## config.mk

```make
export PLATFORM = sky130hd
export DESIGN_NAME = rocc_cmd_queue
export DESIGN_NICKNAME = d
export VERILOG_FILES = /design/src/rtl/rocc_pkg.sv /design/src/rtl/rocc_fifo.sv /design/src/rtl/rocc_cmd_queue.sv
export SDC_FILE = /design/constraint.sdc
export NUM_CORES = 1
export LEC_CHECK = 0
export CORE_MARGIN = 4
export CORE_UTILIZATION = 53
export DETAILED_ROUTE_END_ITERATION = 10
export PLACE_DENSITY = 0.77
export REMOVE_ABC_BUFFERS = 1
export SLEW_MARGIN = 20
export SYNTH_ARGS = -nofsm -noshare
export SYNTH_HDL_FRONTEND = slang
export SYNTH_SLANG_ARGS = --single-unit
```

## constraint.sdc

```tcl
create_clock -name clk_i -period 8.85 [get_ports clk_i]
set_clock_uncertainty 0.05 [all_clocks]
set_input_delay 0.885 -clock clk_i [delete_from_list [all_inputs] [get_ports clk_i]]
set_output_delay 0.885 -clock clk_i [all_outputs]
set_load 0.02 [all_outputs]
```

## src/rtl/rocc_pkg.sv

```systemverilog
// Shared types and constants for the RoCC command queue.
// Optional perf counters are enabled with ROCC_PERF_CNT_EN.
package rocc_pkg;

    localparam int unsigned ROCC_XLEN          = 64;
    localparam int unsigned ROCC_TRANS_ID_BITS = 3;

    localparam logic [6:0] ROCC_OPC_CUSTOM0 = 7'b0001011;
    localparam logic [6:0] ROCC_OPC_CUSTOM1 = 7'b0101011;
    localparam logic [6:0] ROCC_OPC_CUSTOM2 = 7'b1011011;
    localparam logic [6:0] ROCC_OPC_CUSTOM3 = 7'b1111011;

    typedef struct packed {
        logic [ROCC_XLEN-1:0]          rs1;
        logic [ROCC_XLEN-1:0]          rs2;
        logic [31:0]                   instr;
        logic [ROCC_TRANS_ID_BITS-1:0] trans_id;
    } rocc_cmd_t;

    function automatic logic is_rocc_opcode(input logic [6:0] opc);
        return (opc == ROCC_OPC_CUSTOM0) || (opc == ROCC_OPC_CUSTOM1) ||
               (opc == ROCC_OPC_CUSTOM2) || (opc == ROCC_OPC_CUSTOM3);
    endfunction

endpackage

```

## src/rtl/rocc_fifo.sv

```systemverilog
// Generic synchronous FIFO with flush clear; pointers wrap modulo DEPTH.
// Full/empty reflect pre-cycle state; simultaneous push/pop keeps count.
module rocc_fifo #(
    parameter type         T     = logic [7:0],
    parameter int unsigned DEPTH = 4,
    localparam int unsigned AW   = (DEPTH > 1) ? $clog2(DEPTH) : 1,
    localparam int unsigned CW   = $clog2(DEPTH + 1)
) (
    input  logic          clk_i,
    input  logic          rst_i,
    input  logic          flush_i,
    input  logic          push_i,
    input  T              data_i,
    input  logic          pop_i,
    output T              data_o,
    output logic          full_o,
    output logic          empty_o,
    output logic [CW-1:0] count_o
);

    T              mem [DEPTH];
    logic [AW-1:0] wptr;
    logic [AW-1:0] rptr;
    logic [CW-1:0] cnt;
    logic          do_push;
    logic          do_pop;

    function automatic logic [AW-1:0] nxt(input logic [AW-1:0] p);
        return (p == AW'(DEPTH - 1)) ? '0 : p + 1'b1;
    endfunction

    assign full_o  = (cnt == CW'(DEPTH));
    assign empty_o = (cnt == '0);
    assign count_o = cnt;
    assign data_o  = mem[rptr];
    assign do_push = push_i & ~full_o;
    assign do_pop  = pop_i & ~empty_o;

    always_ff @(posedge clk_i) begin
        if (rst_i || flush_i) begin
            wptr <= '0;
            rptr <= '0;
            cnt  <= '0;
        end else begin
            if (do_push) wptr <= nxt(wptr);
            if (do_pop)  rptr <= nxt(rptr);
            if (do_push && !do_pop)
                cnt <= cnt + 1'b1;
            else if (!do_push && do_pop)
                cnt <= cnt - 1'b1;
        end
    end

    always_ff @(posedge clk_i) begin
        if (do_push) mem[wptr] <= data_i;
    end

endmodule

```

## src/rtl/rocc_cmd_queue.sv

```systemverilog
// Buffered RoCC command adapter with in-order response re-tagging.
// Define ROCC_PERF_CNT_EN to add saturating perf counter outputs.
module rocc_cmd_queue
    import rocc_pkg::*;
#(
    parameter int unsigned XLEN            = ROCC_XLEN,
    parameter int unsigned TRANS_ID_BITS   = ROCC_TRANS_ID_BITS,
    parameter int unsigned CMD_DEPTH       = 4,
    parameter int unsigned MAX_OUTSTANDING = 4
) (
    input  logic                     clk_i,
    input  logic                     rst_i,
    input  logic                     flush_i,
    input  logic                     issue_valid_i,
    output logic                     issue_ready_o,
    input  logic [XLEN-1:0]          operand_a_i,
    input  logic [XLEN-1:0]          operand_b_i,
    input  logic [31:0]              instr_i,
    input  logic [TRANS_ID_BITS-1:0] trans_id_i,
    output logic                     cmd_valid_o,
    input  logic                     cmd_ready_i,
    output logic [XLEN-1:0]          cmd_rs1_o,
    output logic [XLEN-1:0]          cmd_rs2_o,
    output logic [31:0]              cmd_instr_o,
    input  logic                     resp_valid_i,
    output logic                     resp_ready_o,
    input  logic [XLEN-1:0]          resp_data_i,
    output logic                     result_valid_o,
    output logic [XLEN-1:0]          result_o,
    output logic [TRANS_ID_BITS-1:0] trans_id_o,
    output logic                     busy_o,
`ifdef ROCC_PERF_CNT_EN
    output logic [31:0]              perf_cmd_cnt_o,
    output logic [31:0]              perf_stall_cnt_o,
`endif
    output logic                     err_o
);

    localparam int unsigned CCW = $clog2(CMD_DEPTH + 1);
    localparam int unsigned TCW = $clog2(MAX_OUTSTANDING + 1);
    localparam int unsigned DW  = $clog2(MAX_OUTSTANDING + 1);
    localparam int unsigned OW  = DW + 2;

    // Widths follow the module parameters, unlike the fixed package struct.
    typedef struct packed {
        logic [XLEN-1:0]          rs1;
        logic [XLEN-1:0]          rs2;
        logic [31:0]              instr;
        logic [TRANS_ID_BITS-1:0] trans_id;
    } cmd_t;

    cmd_t                     cmd_in;
    cmd_t                     cmd_head;
    logic                     cmd_full;
    logic                     cmd_empty;
    logic [CCW-1:0]           cmd_count;
    logic [TRANS_ID_BITS-1:0] tag_head;
    logic                     tag_full;
    logic                     tag_empty;
    logic [TCW-1:0]           tag_count;
    logic [DW-1:0]            drop_cnt;
    logic [OW-1:0]            occ;
    logic [OW-1:0]            drop_sum;
    logic                     accept;
    logic                     cmd_fire;
    logic                     resp_drop;
    logic                     resp_wb;
    logic                     resp_orphan;

    assign occ = OW'(cmd_count) + OW'(tag_count) + OW'(drop_cnt);
    assign drop_sum = OW'(drop_cnt) + OW'(tag_count);

    assign issue_ready_o = ~flush_i & ~cmd_full & ~tag_full &
                           (occ < OW'(MAX_OUTSTANDING));
    assign accept        = issue_valid_i & issue_ready_o;
    assign cmd_valid_o   = ~cmd_empty & ~flush_i;
    assign cmd_fire      = cmd_valid_o & cmd_ready_i;
    assign resp_ready_o  = 1'b1;
    assign busy_o        = (occ != '0);

    assign cmd_in.rs1      = operand_a_i;
    assign cmd_in.rs2      = operand_b_i;
    assign cmd_in.instr    = instr_i;
    assign cmd_in.trans_id = trans_id_i;

    assign cmd_rs1_o   = cmd_head.rs1;
    assign cmd_rs2_o   = cmd_head.rs2;
    assign cmd_instr_o = cmd_head.instr;

    assign resp_drop   = resp_valid_i & (drop_cnt != '0);
    assign resp_wb     = resp_valid_i & (drop_cnt == '0) &
                         ~tag_empty & ~flush_i;
    assign resp_orphan = resp_valid_i & (drop_cnt == '0) & tag_empty;

    rocc_fifo #(
        .T     (cmd_t),
        .DEPTH (CMD_DEPTH)
    ) u_cmd_fifo (
        .clk_i   (clk_i),
        .rst_i   (rst_i),
        .flush_i (flush_i),
        .push_i  (accept),
        .data_i  (cmd_in),
        .pop_i   (cmd_fire),
        .data_o  (cmd_head),
        .full_o  (cmd_full),
        .empty_o (cmd_empty),
        .count_o (cmd_count)
    );

    rocc_fifo #(
        .T     (logic [TRANS_ID_BITS-1:0]),
        .DEPTH (MAX_OUTSTANDING)
    ) u_tag_fifo (
        .clk_i   (clk_i),
        .rst_i   (rst_i),
        .flush_i (flush_i),
        .push_i  (cmd_fire),
        .data_i  (cmd_head.trans_id),
        .pop_i   (resp_wb),
        .data_o  (tag_head),
        .full_o  (tag_full),
        .empty_o (tag_empty),
        .count_o (tag_count)
    );

    // In-flight tags become pending drops; a response in this cycle retires one.
    always_ff @(posedge clk_i) begin
        if (rst_i) begin
            drop_cnt <= '0;
        end else if (flush_i) begin
            if (resp_valid_i && drop_sum != '0)
                drop_cnt <= DW'(drop_sum - 1'b1);
            else
                drop_cnt <= DW'(drop_sum);
        end else if (resp_drop) begin
            drop_cnt <= drop_cnt - 1'b1;
        end
    end

    always_ff @(posedge clk_i) begin
        if (rst_i) begin
            result_valid_o <= 1'b0;
            result_o       <= '0;
            trans_id_o     <= '0;
            err_o          <= 1'b0;
        end else begin
            result_valid_o <= resp_wb;
            if (resp_wb) begin
                result_o   <= resp_data_i;
                trans_id_o <= tag_head;
            end
            if (resp_orphan) err_o <= 1'b1;
        end
    end

`ifdef ROCC_PERF_CNT_EN
    always_ff @(posedge clk_i) begin
        if (rst_i) begin
            perf_cmd_cnt_o   <= '0;
            perf_stall_cnt_o <= '0;
        end else begin
            if (cmd_fire && perf_cmd_cnt_o != '1)
                perf_cmd_cnt_o <= perf_cmd_cnt_o + 1'b1;
            if (issue_valid_i && !issue_ready_o && perf_stall_cnt_o != '1)
                perf_stall_cnt_o <= perf_stall_cnt_o + 1'b1;
        end
    end
`endif

endmodule

```

# Yosys cells after proc, flatten, opt, wreduce, memory -nomap -nowiden
# Memories as Yosys holds them, arrays and structs flattened. A register that Yosys moved wholly into a read port is not among the register bits.
# Cells that the tools add are included.
[totals]
out_inout_bits = 233
memories = 2
ram_bits = 664
input_bits = 233
register_bits = 83
[mem_list]
columns = ["name", "words", "word_bits", "rd", "rd_clocked_by_memory_dff", "wr", "line", "text"]
rows = [
  ["u_cmd_fifo.mem", 4, 163, 1, 1, 1, "rocc_fifo.sv:21", "T mem [DEPTH];"],
  ["u_tag_fifo.mem", 4, 3, 1, 1, 1, "rocc_fifo.sv:21", ""],
]
[classes]
mux = 17
bitwise = 20
n_reduce_logical = 19
n_lt_le_gt_ge = 1
n_eq_ne = 6
addsub = 13
[op_table]
columns = ["cell", "count"]
rows = [
  ["2-to-1 mux 3 bit", 7],
  ["AND 1 bit", 15],
  ["2-to-1 mux 2 bit", 6],
  ["subtractor 3 x 1 -> 3 bit (second input constant)", 4],
  ["nonzero test 5 bit", 2],
  ["zero test 3 bit", 3],
  ["adder 2 x 1 -> 2 bit (second input constant)", 4],
  ["adder 3 x 3 -> 4 bit", 2],
  ["equality test 2 bit (second input constant)", 4],
  ["adder 3 x 1 -> 3 bit (second input constant)", 2],
  ["equality test 3 bit (second input constant)", 2],
  ["nonzero test 2 bit", 3],
  ["adder 4 x 3 -> 5 bit", 1],
  ["logical AND 1 bit", 5],
  ["less-than comparator 5 x 3 -> 1 bit (second input constant)", 1],
  ["inverter 1 bit", 5],
  ["zero test 1 bit", 4],
  ["2-to-1 mux 1 bit", 4],
  ["nonzero test 3 bit", 1],
  ["logical OR 1 bit", 1],
]

# Logic depth before layout (Yosys ltp)
[logic_depth]
depth_word = 11
mapped_depth = 15
ltp_nobuf = 15

# Modules after synthesis
# Synthesis repeated with hierarchy kept, for this count alone.
[unflattened]
cells_unflattened = 1335
hier_area_um2 = 27821.7
[by_module_without_submodules]
columns = ["mod", "area_per_inst_um2", "instances", "cells_per_inst", "seq_area_each_um2"]
rows = [
  ["rocc_fifo (u_cmd_fifo)", 23986.8, 1, 902, 19759.0],
  ["rocc_cmd_queue", 2930.3, 1, 368, 1441.4],
  ["rocc_fifo (u_tag_fifo)", 904.6, 1, 65, 540.5],
]

# Worst setup path after synthesis
# Ideal clock, no wire load.
[synth_path]
path_type = "register to register"
start = "register u_tag_fifo.cnt[0], in the netlist u_tag_fifo.count_o[0]"
end = "memory u_cmd_fifo.mem[0][0] (netlist bit) (enable)"
synth_period_minus_slack_ns = 6.672
slack_ns = 2.178
t_arrival_ns = 6.078
path_stages_with_launch = 10
setup_ns = 0.544
path_cell_list = "dfxtp_1 inv_1 fa_1 inv_1 ha_1 inv_1 fa_1 a2111oi_0 o21a_1 and3_1"
[synth_between]
elab_chain_cells = 8
[synth_lines]
columns = ["item", "line", "text"]
rows = [
  ["from (decl)", "rocc_fifo.sv:24", "logic [CW-1:0] cnt;"],
  ["from (signal assigned)", "rocc_fifo.sv:48", "cnt <= cnt + 1'b1;"],
  ["from (signal assigned)", "rocc_fifo.sv:50", "cnt <= cnt - 1'b1;"],
  ["adder 3 x 3 -> 4 bit or equality test 3 bit (tied branches)", "rocc_cmd_queue.sv:70, rocc_fifo.sv:32", ""],
  ["adder 4 x 3 -> 5 bit or inverter 1 bit (tied branches)", "rocc_cmd_queue.sv:70, rocc_cmd_queue.sv:73", ""],
  ["less-than comparator 5 x 3 -> 1 bit or AND 1 bit (tied branches)", "rocc_cmd_queue.sv:74, rocc_cmd_queue.sv:73", ""],
  ["AND 1 bit (*)", "rocc_cmd_queue.sv:73", "assign issue_ready_o = ~flush_i & ~cmd_full & ~tag_full &"],
  ["AND 1 bit (*)", "rocc_cmd_queue.sv:75", "assign accept = issue_valid_i & issue_ready_o;"],
  ["AND 1 bit (*)", "rocc_fifo.sv:36", "assign do_push = push_i & ~full_o;"],
  ["2-to-1 mux 1 bit (*)", "rocc_fifo.sv:55", "if (do_push) mem[wptr] <= data_i;"],
  ["2-to-1 mux 1 bit (not written as such) (*)", "rocc_fifo.sv:55", ""],
  ["to (decl)", "rocc_fifo.sv:21", ""],
]
# Every way passes the cells marked *; elsewhere a longest branch is shown, timed or not.

# Final worst setup path
[layout_path]
start = "register u_tag_fifo.cnt[0], in the netlist u_tag_fifo.count_o[0]"
end = "output issue_ready_o"
[layout_between]
elab_chain_cells = 4
[layout_lines]
columns = ["item", "line", "text"]
rows = [
  ["adder 3 x 3 -> 4 bit or equality test 3 bit (tied branches)", "rocc_cmd_queue.sv:70, rocc_fifo.sv:32", ""],
  ["adder 4 x 3 -> 5 bit or inverter 1 bit (tied branches)", "rocc_cmd_queue.sv:70, rocc_cmd_queue.sv:73", ""],
  ["less-than comparator 5 x 3 -> 1 bit or AND 1 bit (tied branches)", "rocc_cmd_queue.sv:74, rocc_cmd_queue.sv:73", ""],
  ["AND 1 bit (*)", "rocc_cmd_queue.sv:73", ""],
  ["to (decl)", "rocc_cmd_queue.sv:15", "output logic issue_ready_o,"],
]
# Marked as above.

==> run summary <==
status -> finished clean
Clk pwr share -> 39.7%
CTS Hold Buffers Added -> 0
Port Buf Inserts -> 464
Hold Path Class -> flop to flop
switching portion of total power -> 21.5%
CP arrival -> 4.09 ns
count of different cell masters after synthesis -> 49
PD cells -> 222 nW/um2
CTS tree -> done
power share of the sequential group -> 50.9%
Sink Count -> 752
CP Cell Sequence -> inv_1, fa_1, inv_1, ha_1, inv_1, fa_1, a2111oi_0, o21ai_0, nor4_1, clkdlybuf4s50_1
fraction of layout cells with a size suffix above 1 -> 16.2%
Setup violations, final -> 0
Fin Setup TNS -> 0 ns
FMAX -> 199 MHz
Final Util -> 65.9%
Die H -> 242 um
Synth area leaders -> edfxtp_1 (69%), mux4_2 (13%), dfxtp_1 (6.1%), buf_4 (4.5%), nand2_1 (1.8%)
number of CTS-inserted buffers -> 77
Mean Syn Cell Area -> 19.5 um2
Worst-path clk slew -> 0.06 ns
WL/cell -> 23.7 um
Initial Util -> 53.7%
grt ovf -> 0
Clock Tree Buf Depth -> 3
Lkg Pwr -> 11.2 nW
Least-Margin Pin Slew -> 1.02 ns
commonest non-fill, non-tap cell in the layout -> edfxtp_1
die span in x -> 242 um
Yosys reg bits -> 752
DRT Pass-1 Iters -> 7
Cell Area, Synth -> 28900 um2
post-cts sizing count -> 0
DR iter-0 viols -> 933
CTS Root Buffer Type -> clkbuf_16
initial antenna violation count -> 11
slowest CP cell -> clkdlybuf4s50_1
Period minus WS final -> 5.02 ns
final antenna-violating net count -> 0
DR vias -> 14230
DP HPWL -> 38300 um
vias in the first global route -> 15031
global-route wire length before repair -> 94300 um
H-tree depth -> 3
Row Count -> 85
Comb power frac -> 9.4%
postcts setup bufs -> 0
Avg Vias per Cell -> 5.52
Residual DRC -> 0
Mapped Cells -> 1487
Crit Path Class -> flop to output pin
clk_lat worst skew -> 0.60 ns
critical path endpoint category -> output pin
Layout area overhead -> 22.8%
Ports -> 466
Internal Dissipation -> 6.19 mW
crit start category -> flop
switching power -> 1.69 mW
core area -> 53900 um2
most frequent cells in the layout -> edfxtp_1 (664), clkdlybuf4s50_1 (463), mux4_2 (166)
Tot GR Track Use -> 21.0%
full die area -> 58400 um2
yosys warns -> 0
Post-Route WL -> 61100 um
sequential share of the synthesized area -> 75.0%
max cap viols -> 0
most common cell type on the critical path -> inv_1
Final Slew Violations -> 0
# nets final -> 2083
crit-path max FO -> 6
Synth area leader -> edfxtp_1
Worst Path Required -> 7.92 ns
area fraction of the dominant cell type after synthesis -> 68.9%
period utilisation layout -> 56.8%
RSZ-0062 raised after global routing -> false
Slew headroom -> 32.0%
GP Congestion -> 0.796
final hold violation count -> 0
largest net degree at the start of global routing -> 108
Peak VDD IR -> 0.000180 V
crit-path max cell delay -> 0.66 ns
==> stage by stage <==
step / hold WS (ns) / total power [mW] / cell area (um2) / worst slack (ns) / instances
floorplan: 0.430 / 4.44 / 27400 / 0.374 / 1264
global placement: 0.392 / 4.81 / 33100 / 4.03 / 2439
detailed placement: 0.396 / 4.83 / 33100 / 3.92 / 2439
CTS: 0.404 / 7.97 / 35500 / 3.74 / 2575
global route: 0.417 / 8.17 / 35600 / 3.45 / 2578
finish: 0.404 / 7.88 / 35600 / 3.83 / 2580
==> power groups by stage <==
stage | clock (mW) | sequential [mW] | combinational, mW
final | 3.12 | 4.01 | 0.740
after global routing | 3.36 | 4.02 | 0.790
after CTS | 3.20 | 4.01 | 0.750
after detailed placement | 0 | 4.09 | 0.743
after global placement | 0 | 4.08 | 0.733
after floorplan | 0 | 4.11 | 0.336
==> critical path, delay by kind of cell, from the launching register on <==
| kind | cells | cell delay [ns] |
|---|---|---|
| buffers and inverters | 4 | 0.90 |
| flip-flops | 1 | 0.54 |
| adder cells (fa/ha/maj) | 3 | 0.98 |
| AND/OR/NAND/NOR | 1 | 0.32 |
| AO/OA/AOI/OAI | 2 | 0.75 |
==> final timing paths <==
| path | from | to | slack, ns | cells past startpoint |
|---|---|---|---|---|
| hold reg to reg | result_o[5]$_SDFFE_PP0P_ | result_o[5]$_SDFFE_PP0P_ | 0.40 | 2 |
| setup / recovery | u_tag_fifo.count_o[0]$_SDFFE_PP0P_ | issue_ready_o | 3.83 | 10 |
| hold / removal | result_o[5]$_SDFFE_PP0P_ | result_o[5]$_SDFFE_PP0P_ | 0.40 | 2 |
| setup reg to reg | u_tag_fifo.count_o[0]$_SDFFE_PP0P_ | u_cmd_fifo.mem[0][22]$_DFFE_PP_ | 3.99 | 10 |
==> synth_stat cells, drive strengths merged <==
library cell,n
nor4b,3
conb,1
nand3b,2
xnor2,3
a311o,1
nor3b,4
and2,5
o21a,1
nand2,141
nor3,6
o21ai,7
a211oi,2
xor2,4
o2111ai,1
nor4,1
fa,7
or3,2
inv,23
or2,1
nor2,13
o31ai,2
clkbuf,16
nand4b,1
a21oi,75
ha,20
or4b,1
dfxtp,88
o311ai,1
and3,4
mux4,166
edfxtp,664
buf,207
a2111oi,1
a41oi,1
nand2b,1
mux2i,5
o2bb2ai,1
and4b,1
nand3,4
==> cell families (layout without fill, tap and decap cells) <==
kind of cell    after synthesis  after routing  synth area share, %
mux                         171            171                 13.1
xor+xnor                      7              7                0.212
flops                       752            752                 75.0
fa+ha+maj                    27             27                 1.35
buf+inv                     246            639                 5.60
compound gates               93             93                 1.75
other cells                   1              5               0.0130
simple gates                190            190                 3.03
==> state kept, by name, summed over array words and instances (netlist names), named ones only <==
name,flops
result_valid_o,1
u_cmd_fifo.rptr,2
u_tag_fifo.wptr,2
u_cmd_fifo.wptr,2
result_o,64
u_tag_fifo.rptr,2
u_cmd_fifo.count_o,3
u_tag_fifo.count_o,3
err_o,1
u_cmd_fifo.mem,652
trans_id_o,3
u_tag_fifo.mem,12
drop_cnt,3
==> routing by layer <==
layer | GRT usage, % | part of all wire, %
met5 | 0 | 0.17
met4 | 5.58 | 2.0
met3 | 7.95 | 9.3
met2 | 35.6 | 51
met1 | 25.7 | 37
==> cell type report <==
cell class                      count  area, um2
Fill cell                        3459      18400
Sequential cell                   752      21700
Clock buffer                       91       2000
Multi-Input combinational cell    489       5650
Clock inverter                     45        444
Tap cell                          696        871
Antenna cell                        4       10.0
Inverter                           23       86.3
Timing Repair Buffer              480       4790
No activity file was read; power rests on OpenSTA's default activity.
